<file path="src/rtl/pipe_stage_skid.sv">
// Generic inter-stage pipeline register with a two-entry skid buffer.
// Carries a control bundle plus NUM_CH data channels, with flush and stall count.
module pipe_stage_skid #(
    parameter int                 DATA_W   = 32,
    parameter int                 NUM_CH   = 4,
    parameter int                 CTRL_W   = 4,
    parameter logic [CTRL_W-1:0]  CTRL_BUB = '0
) (
    input  logic                     Clk,
    input  logic                     Rst_n,
    input  logic                     Flush,
    input  logic                     In_Valid,
    output logic                     In_Ready,
    input  logic [CTRL_W-1:0]        In_Ctrl,
    input  logic [NUM_CH*DATA_W-1:0] In_Data,
    output logic                     Out_Valid,
    input  logic                     Out_Ready,
    output logic [CTRL_W-1:0]        Out_Ctrl,
    output logic [NUM_CH*DATA_W-1:0] Out_Data,
    output logic [1:0]               Occupancy,
    output logic [15:0]              Stall_Cnt
);

    typedef enum logic [1:0] {
        EMPTY = 2'd0,
        ONE   = 2'd1,
        FULL  = 2'd2
    } state_t;

    state_t state;
    state_t state_nxt;

    logic main_valid;
    logic skid_valid;

    logic [CTRL_W-1:0]        main_ctrl;
    logic [CTRL_W-1:0]        skid_ctrl;
    logic [NUM_CH*DATA_W-1:0] main_data;
    logic [NUM_CH*DATA_W-1:0] skid_data;

    logic push;
    logic pop;
    logic load_main_in;
    logic load_main_skid;
    logic load_skid;

    // In_Ready comes only from the skid valid flop, never from Out_Ready.
    assign push = In_Valid & ~skid_valid;
    assign pop  = main_valid & Out_Ready;

    always_comb begin
        state_nxt      = state;
        load_main_in   = 1'b0;
        load_main_skid = 1'b0;
        load_skid      = 1'b0;
        if (Flush) begin
            state_nxt = EMPTY;
        end else begin
            unique case (state)
                EMPTY: begin
                    if (push) begin
                        state_nxt    = ONE;
                        load_main_in = 1'b1;
                    end
                end
                ONE: begin
                    if (push && pop) begin
                        load_main_in = 1'b1;
                    end else if (push) begin
                        state_nxt = FULL;
                        load_skid = 1'b1;
                    end else if (pop) begin
                        state_nxt = EMPTY;
                    end
                end
                FULL: begin
                    if (pop) begin
                        state_nxt      = ONE;
                        load_main_skid = 1'b1;
                    end
                end
                default: begin
                    state_nxt = EMPTY;
                end
            endcase
        end
    end

    always_ff @(posedge Clk or negedge Rst_n) begin
        if (!Rst_n) begin
            state      <= EMPTY;
            main_valid <= 1'b0;
            skid_valid <= 1'b0;
        end else begin
            state      <= state_nxt;
            main_valid <= (state_nxt != EMPTY);
            skid_valid <= (state_nxt == FULL);
        end
    end

    // Flush only scrubs control; stale data is harmless behind a bubble.
    always_ff @(posedge Clk or negedge Rst_n) begin
        if (!Rst_n) begin
            main_ctrl <= CTRL_BUB;
            skid_ctrl <= CTRL_BUB;
            main_data <= '0;
            skid_data <= '0;
        end else if (Flush) begin
            main_ctrl <= CTRL_BUB;
            skid_ctrl <= CTRL_BUB;
        end else begin
            if (load_main_in) begin
                main_ctrl <= In_Ctrl;
                main_data <= In_Data;
            end else if (load_main_skid) begin
                main_ctrl <= skid_ctrl;
                main_data <= skid_data;
            end
            if (load_skid) begin
                skid_ctrl <= In_Ctrl;
                skid_data <= In_Data;
            end
        end
    end

    always_ff @(posedge Clk or negedge Rst_n) begin
        if (!Rst_n) begin
            Stall_Cnt <= 16'h0000;
        end else if (main_valid && !Out_Ready && Stall_Cnt != 16'hFFFF) begin
            Stall_Cnt <= Stall_Cnt + 16'h0001;
        end
    end

    assign In_Ready  = ~skid_valid;
    assign Out_Valid = main_valid;
    assign Out_Ctrl  = main_valid ? main_ctrl : CTRL_BUB;
    assign Out_Data  = main_data;
    assign Occupancy = state;

endmodule

</file>
<file path="config.mk">
export PLATFORM = sky130hd
export DESIGN_NAME = pipe_stage_skid
export DESIGN_NICKNAME = d
export VERILOG_FILES = /design/src/rtl/pipe_stage_skid.sv
export SDC_FILE = /design/constraint.sdc
export NUM_CORES = 1
export LEC_CHECK = 0
export BUFFER_PORTS_ARGS = -buffer_cell sky130_fd_sc_hd__buf_2
export CAP_MARGIN = 40
export CORE_ASPECT_RATIO = 1.5
export CORE_MARGIN = 2
export CORE_UTILIZATION = 50
export CTS_BUF_LIST = sky130_fd_sc_hd__clkbuf_4
export DETAILED_ROUTE_END_ITERATION = 8
export PLACE_DENSITY = 0.77
export SLEW_MARGIN = 5
export SYNTH_ARGS = -nofsm -noshare
export SYNTH_HDL_FRONTEND = slang
export SYNTH_SLANG_ARGS = --single-unit
</file>
<file path="constraint.sdc">
create_clock -name Clk -period 1.9 [get_ports Clk]
set_input_delay 0.38 -clock Clk [delete_from_list [all_inputs] [get_ports Clk]]
set_output_delay 0.38 -clock Clk [all_outputs]
set_load 0.01 [all_outputs]
</file>
# Word level (Yosys, flattened, before mapping)
# Index checks and enable logic that the tools add are counted.
[classes] n_addsub=1 eq_ne=4 mux=25 bitwise=4 n_reduce_logical=11
[op_table] cell="2-to-1 mux 128 bit" n=2
[op_table] cell="2-to-1 mux 4 bit" n=6
[op_table] cell="adder 16 x 1 -> 16 bit (second input constant)" n=1
[op_table] cell="!= test 16 bit (second input constant)" n=1
[op_table] cell="2-to-1 mux 2 bit" n=6
[op_table] cell="2-to-1 mux 1 bit" n=9
[op_table] cell="one-hot mux 2 bit (3 select lines)" n=1
[op_table] cell="nonzero test 2 bit" n=3
[op_table] cell="== test 2 bit (second input constant)" n=2
[op_table] cell="AND reduction 2 bit" n=2
[op_table] cell="logical AND 1 bit" n=3
[op_table] cell="nonzero test 3 bit" n=1
[op_table] cell="AND 1 bit" n=2
[op_table] cell="== test 2 x 1 -> 1 bit (second input constant)" n=1
[op_table] cell="zero test 2 bit" n=1
[op_table] cell="inverter 1 bit" n=2
[op_table] cell="one-hot mux 1 bit (2 select lines)" n=1
[op_table] cell="zero test 1 bit" n=1
[totals] ff_bits=284 input_bits=137 out_inout_bits=152 elab_cells=53

# Logic depth before layout (Yosys ltp)
# Gate-level depths: netlist of the first run.
[depth] depth_word=8 mapped_depth=8 mapped_depth_nobuf=5

# Worst setup path before layout of the first run
# Ideal clock, no wire load.
[synth_path] path_type="register to register" from="register main_valid (netlist: Out_Valid)" to="register skid_data[37]" setup_ns=0.125 arrival_ns=1.769 required_ns=1.775 slack_ns=0.007 stages_incl_launch_ff=8 path_buffers=3 period_less_slack_ns=1.893 path_cell_list="dfrtp_1 -> buf_4 -> a21boi_4 -> nand3b_2 -> nor2_2 -> buf_4 -> buf_6 -> mux2_2"
[synth_between] elab_chain_len=6
[synth_lines] item="from (decl)" line_no="33" text="logic main_valid;"
[synth_lines] item="from (signal assigned)" line_no="96" text="main_valid <= (state_nxt != EMPTY);"
[synth_lines] item="AND 1 bit" line_no="49" text="assign pop = main_valid & Out_Ready;"
[synth_lines] item="logical AND 1 bit" line_no="67" text="if (push && pop) begin"
[synth_lines] item="2-to-1 mux 1 bit" line_no="67"
[synth_lines] item="2-to-1 mux 1 bit" line_no="59" text="unique case (state)"
[synth_lines] item="2-to-1 mux 1 bit" line_no="56" text="if (Flush) begin"
[synth_lines] item="AND reduction 2 bit (no source line)"
[synth_lines] item="to (signal assigned)" line_no="121" text="skid_data <= In_Data;"
[synth_lines] item="to (decl)" line_no="39" text="logic [NUM_CH*DATA_W-1:0] skid_data;"
# Every way passes these cells.
# A chain may end at the register's enable or synchronous reset.

# Worst setup path in the final report of the first run
[layout_path] from="register main_valid (netlist: Out_Valid)" to="register skid_data[93]"
# Same word-level chain as after synthesis.

==> results.toml, run 1 <==
[detailed_routing]
viasPerCell = 5.37
ant_nets = 0
drt_iter0_markers = 453
drc_errors = 0
num_vias = 9911
wl_um = 35900
wl_per_cell_um = 19.5
first_pass_iters = 5

[global_routing]
antenna_found_initial = 2
grt_pass1_vias = 10600
grt_max_degree = 86
grt_pass1_wl_um = 54200
grt_util_all_layers_pct = 26.2
grt_overflow_total = 0

[yosys]
syn_nets = 1093
synth_area_um2 = 12300
netlist.area_leader.share_pct = 57.9
syn_avg_cell_area_um2 = 12.9
synth_seq_cells = 284
synth_edf_count = 0
ys.flop_type = "dfrtp_1"
async_reset_ff_share_pct = 100
synthesis.instances = 955
ys_types = 47
yosysTopAreaCell = "dfrtp_1"
ys_seq_area_share_pct = 57.9
ys_warn_count = 0
synth_area_leaders = "dfrtp_1 58%, mux2_2 10%, a22oi_1 7.8%, o21ai_2 7.1%, inv_1 4.0%"

[power]
p_sw_share_pct = 31.7
p_int_mw = 13.8
p_leak_nw = 8.28
power.density_nw_per_um2 = 1190
total_power_mw = 20.2
peakVddDrop_mv = 0.915
power_frac_comb_pct = 28.0
switching_power_mw = 6.41
pwr-share-clk_pct = 24.5
pwr-share-seq_pct = 47.5

[clock_tree]
cts_tree = "yes"
htree_num_levels = 3
clock-sinks = 284
cts.reportedPaths.clkPinSlew_ns = 0.07
clock_path_buffers = 3
clk_latency_ns = 0.67
cts_buffers = 70
cts-root-buf = "clkbuf_4"

[setup_path]
path_class = "flop to flop"
endpoint_kind = "flop"
cp.arrival_ns = 2.41
crit_path_max_fanout = 6
worstPathRequired_ns = 2.43
start_kind = "flop"

[die]
num_rows = 70
io_pins = 289
die-area_um2 = 25900
die_x_um = 132
core_um2 = 24300
die_h_um = 196
start_util_pct = 50.6

[layout]
area_growth_syn_to_layout_pct = 38.7
drive_gt1_share_pct = 46.7
final_net_count = 1612

[timing]
fin_crit_sh_pct = 98.5
rsz0062_at_grt = "true"
worstMarginPinSlew_ns = 0.460
whs_ns = 0.0618
max_freq_ghz = 0.534
relSlewSlack_pct = 69.3
min_period_ns = 1.87
setup_viol = 0
fin_skew_ns = 0.0297
slew_violations = 0
hold_viol = 0
fin_setup_tns_ns = 0

[placed_design]
dp_hpwl_um = 20600
port_buffers = 288
routabilityCongestion = 0.852

[job]
drv_cap = 0

[hold_path]
hp-class = "input pin to flop"

[run_status]
status = "complete, no violations"
==> path summary, 6_finish.rpt <==
| path | depth (start not counted) | slack, ns | end | startpoint |
|---|---|---|---|---|
| setup reg to reg | 8 | 0.03 | skid_data[93] | Out_Valid |
| max in group asynchronous | 3 | 0.91 | Stall_Cnt[1] | Rst_n |
| setup / recovery | 8 | 0.03 | skid_data[93] | Out_Valid |
| hold / removal | 2 | 0.06 | skid_ctrl[1] | Flush |
| min in group asynchronous | 2 | 0.20 | skid_ctrl[3] | Rst_n |
| hold reg to reg | 1 | 0.49 | skid_data[50] | skid_data[50] |
==> metrics by stage <==
stage	util (%)	std cells	instance area, um^2	setup WS [ns]
after floorplan	-	955	12300	0.00660
after global placement	59.2	1572	14400	-0.0133
after detailed placement	59.2	1572	14400	-0.0522
after CTS	68.2	1821	16500	0.00754
after global routing	70.2	1844	17000	-0.0569
final	70.2	1846	17000	0.0285
==> cells in the final DEF, fill, tap and decap left out, drive strengths merged, types with 2 or more instances in the layout <==
| master | n |
|---|---|
| nand4 | 9 |
| clkinv | 13 |
| mux2i | 8 |
| inv | 131 |
| nand3b | 2 |
| nor4 | 5 |
| nand2 | 2 |
| o21ai | 129 |
| and3 | 2 |
| a21oi | 4 |
| clkbuf | 106 |
| xor2 | 3 |
| buf | 370 |
| a211oi | 5 |
| o21a | 5 |
| mux2 | 130 |
| xnor2 | 7 |
| nand4b | 2 |
| nand3 | 5 |
| a22oi | 128 |
| dfrtp | 284 |
| nor3 | 2 |
| or3b | 2 |
| dlygate4sd3 | 133 |
| diode | 5 |
| nor2 | 15 |
| and2 | 4 |
==> sequential cells by signal, summed over array words and instances, names as in the netlist <==
name        flops
Out_Data      128
skid_valid      1
main_ctrl       4
Occupancy       2
skid_ctrl       4
Stall_Cnt      16
Out_Valid       1
skid_data     128
==> power groups by stage <==
stage	logic [mW]	clock network, mW	registers [mW]
2_1_floorplan	2.73	0	9.65
3_3_place_gp	4.74	0	9.41
3_5_place_dp	4.94	0	9.52
4_1_cts	5.17	5.04	9.45
5_1_grt	6.11	5.41	9.82
6_report	5.68	4.96	9.61
==> cell families after synthesis <==
| logic type | count (synthesis) | synth area share [%] |
|---|---|---|
| DFF | 284 | 57.9 |
| xor gates and xnor gates | 10 | 0.713 |
| and+or+nand+nor | 56 | 2.78 |
| buffers and inverters | 192 | 8.69 |
| AOI/OAI and AO/OA | 274 | 17.3 |
| adders and majority gates | 1 | 0.102 |
| muxes | 138 | 12.6 |
==> synthesized netlist by cell type (2+ instances only) <==
| library cell | n |
|---|---|
| nor2_1 | 14 |
| nand2_1 | 2 |
| nand4_1 | 9 |
| buf_6 | 16 |
| and3_1 | 2 |
| and2_1 | 4 |
| nor4_1 | 4 |
| a22oi_1 | 128 |
| xor2_1 | 3 |
| o21ai_1 | 2 |
| a211oi_1 | 5 |
| o21a_1 | 5 |
| nor3_1 | 2 |
| mux2_2 | 109 |
| dfrtp_1 | 284 |
| inv_1 | 131 |
| buf_12 | 11 |
| clkbuf_1 | 4 |
| buf_4 | 4 |
| a21oi_1 | 3 |
| mux2i_1 | 8 |
| buf_2 | 25 |
| o21ai_0 | 27 |
| xnor2_1 | 7 |
| mux2_1 | 21 |
| o21ai_2 | 100 |
| nand3_1 | 5 |
==> area by class of cell <==
class / instances / area, um^2
Antenna cell: 5 / 12.5
Clock buffer: 101 / 758
Clock inverter: 14 / 80.1
Fill cell: 1624 / 7220
Inverter: 131 / 492
Multi-Input combinational cell: 479 / 4320
Sequential cell: 284 / 7110
Tap cell: 324 / 405
Timing Repair Buffer: 508 / 3860
==> worst max-delay path, stage by stage (launching register included) <==
cell and delay [ns]:
dfrtp_1 0.40, buf_6 0.13, a21boi_4 0.21, nand3b_4 0.11, nor2_4 0.19, buf_4 0.15
clkbuf_16 0.13, buf_4 0.11, mux2_2 0.32
==> layer usage <==
layer | vias to the layer above | share of wire (%) | GRT usage (%)
met1 | 4936 | 36 | 29.1
met4 | 0 | 4.5 | 14.1
met5 | - | 0 | 0
li1 | 4426 | - | -
met3 | 114 | 5.9 | 6.25
met2 | 435 | 53 | 46.4
==> timing repair <==
item / in CTS / in global routing
buffers inserted: 1 / 15
pin swaps: 0 / 4
setup endpoints to repair: 4 / 206
hold buffers: 133 / 0
cloned: 0 / 5
hold endpoints to repair: 428 / 0
gates resized for setup: 1 / 61
No activity file was read; power rests on OpenSTA's default activity.
==> run 2: changes to the inputs <==
--- a/config.mk
+++ b/config.mk
@@ -5,6 +5,7 @@
 export SDC_FILE = /design/constraint.sdc
 export NUM_CORES = 1
 export LEC_CHECK = 0
+export ABC_AREA = 1
 export BUFFER_PORTS_ARGS = -buffer_cell sky130_fd_sc_hd__buf_2
 export CAP_MARGIN = 40
 export CORE_ASPECT_RATIO = 1.5
==> results.toml, run 2 <==
[die]
core_um2 = 24200
io_pins = 289
num_rows = 70
die-area_um2 = 25800
die_h_um = 196
start_util_pct = 50.6
die_x_um = 132

[clock_tree]
cts-root-buf = "clkbuf_4"
htree_num_levels = 3
clock-sinks = 284
clk_latency_ns = 0.69
cts_tree = "yes"
clock_path_buffers = 3
cts.reportedPaths.clkPinSlew_ns = 0.07
cts_buffers = 69

[layout]
final_cell_mix = "721 x nand2_1, 286 x buf_2, 284 x dfrtp_1"
nFillCells = 1903
final_cells = 2287
drive_gt1_share_pct = 22.7
area_growth_syn_to_layout_pct = 33.3
layout_commonest_cell = "nand2_1"
final_net_count = 2050

[detailed_routing]
ant_nets = 0
num_vias = 12200
wl_um = 37000
wl_per_cell_um = 16.2
viasPerCell = 5.32
first_pass_iters = 6
drt_iter0_markers = 942
drc_errors = 0

[job]
drv_cap = 0

[power]
power.density_nw_per_um2 = 1120
p_sw_share_pct = 33.7
power_frac_comb_pct = 23.4
p_leak_nw = 8.75
pwr-share-clk_pct = 26.8
pwr-share-seq_pct = 49.8
peakVddDrop_mv = 0.578
p_int_mw = 12.0
switching_power_mw = 6.13

[yosys]
synthMuxAreaShare_pct = 0
synth_commonest_cells = "723 x nand2_1, 284 x dfrtp_1, 282 x nand3_1"
ys_types = 20
yosysTopAreaCell = "dfrtp_1"
ys.flop_type = "dfrtp_1"
yosys.area_share.simple_pct = 35.0
synthAdderAreaFrac_pct = 0.102
synth_area_leaders = "dfrtp_1 58%, nand2_1 22%, nand3_1 12%, buf_2 1.9%, buf_6 1.3%"
synth_seq_cells = 284
ys_seq_area_share_pct = 58.1
async_reset_ff_share_pct = 100
synthesis.instances = 1471
syn_avg_cell_area_um2 = 8.31
yosysMostFrequentCell = "nand2_1"
synth_top_family_by_area = "simple AND/OR/NAND/NOR gates"
syn_nets = 1609
netlist.area_leader.share_pct = 58.1
ys_warn_count = 0
synth_edf_count = 0
synth-compound-area-share_pct = 0.655
synth_area_um2 = 12200
synthXorXnorAreaFrac_pct = 0.573

[run_status]
status = "complete, no violations"

[placed_design]
routabilityCongestion = 0.851
port_buffers = 288
dp_hpwl_um = 21400
dp_worst_setup_slack_ns = 0.130
dp.cells = 2030

[setup_path]
path_class = "flop to output port"
crit_path_max_fanout = 6
regToRegStartpoint = "Out_Valid"
endpoint_kind = "output port"
startpoint = "Out_Valid"
cp.arrival_ns = 1.43
worstPathRequired_ns = 1.52
start_kind = "flop"

[timing]
min_period_ns = 1.81
finalWorstSetupSlack_ns = 0.0912
rsz0062_at_grt = "true"
worstMarginPinSlew_ns = 0.429
whs_ns = 0.141
fin_setup_tns_ns = 0
fin_crit_sh_pct = 95.2
relSlewSlack_pct = 71.4
fin_skew_ns = 0.0406
slew_violations = 0
max_freq_ghz = 0.553
setup_viol = 0
hold_viol = 0

[global_routing]
grt_max_degree = 73
grt_overflow_total = 0
antenna_found_initial = 4
grt_util_all_layers_pct = 29.0
grt_pass1_wl_um = 60400
grt_pass1_vias = 12100

[hold_path]
hold_path_startpoint = "Flush"
hp-class = "input pin to flop"
==> run 2: cell count changes after synthesis, moves of 12 or more <==
cell | before | now
a22oi_1 | 128 | 0
mux2_2 | 109 | 0
nand3_1 | 5 | 282
nand2_1 | 2 | 723
clkbuf_1 | 4 | 16
o21ai_2 | 100 | 0
inv_1 | 131 | 32
mux2_1 | 21 | 0
buf_2 | 25 | 46
==> run 2: worst max-delay path, stage by stage (launching register included) <==
cell,delay (ns)
dfrtp_1,0.39
buf_6,0.14
nand2_1,0.05
inv_1,0.04
buf_2,0.13
==> run 2: repair_timing <==
action                     in CTS  in global routing
hold endpoints to repair      445                  0
cloned                          0                  1
hold buffers                  133                  0
setup buffers                   1                  0
gates resized for setup         1                  7
setup endpoints to repair       4                 33
==> run 2: path summary, 6_finish.rpt <==
kind,end,slack (ns),depth (start not counted)
setup / recovery,Out_Ctrl[2],0.09,4
hold / removal,Occupancy[0],0.14,4
setup reg to reg,Out_Data[59],0.12,11
hold reg to reg,Out_Data[127],0.46,2
max in group asynchronous,skid_data[11],0.93,3
min in group asynchronous,Out_Data[83],0.19,2
==> run 2: logic make-up (layout without fill, tap and decap cells) <==
logic type,Yosys count,count (layout)
AOI/OAI and AO/OA,16,16
DFF,284,284
adders and majority gates,1,1
xor gates and xnor gates,8,8
other,0,4
and+or+nand+nor,1038,1038
buffers and inverters,124,612
==> run 2: per-stage QoR <==
stage          total power, mW  utilization (%)  area, um^2
2_1_floorplan             11.1                -       12200
5_1_grt                   19.3             67.4       16300
4_1_cts                   18.1             67.2       16200
3_3_place_gp              12.8             58.2       14100
6_report                  18.2             67.4       16300
3_5_place_dp              13.0             58.2       14100
==> run 2: layout make-up <==
cell class	instances	area (um^2)	share of cell area, %
Tap cell	324	405	2.49
Clock buffer	99	743	4.56
Sequential cell	284	7110	43.6
Clock inverter	19	77.6	0.476
Timing Repair Buffer	458	3340	20.5
Antenna cell	4	10.0	0.0614
Inverter	36	144	0.883
Multi-Input combinational cell	1063	4470	27.5
==> run 2: metal layers <==
metal	share of wire (%)	vias to the layer above	global-route usage [%]
met5	0	-	0
met4	5.4	0	19.0
met3	7.8	170	6.49
met2	49	715	46.8
met1	37	5713	35.0
li1	-	5573	-
==> run 2: power groups by stage <==
stage          Sequential, mW  Combinational, mW  Clock [mW]
3_3_place_gp             9.01               3.82           0
4_1_cts                  8.97               4.19        4.96
3_5_place_dp             9.05               3.97           0
5_1_grt                  9.23               4.80        5.28
2_1_floorplan            9.18               1.95           0
6_report                 9.05               4.26        4.87
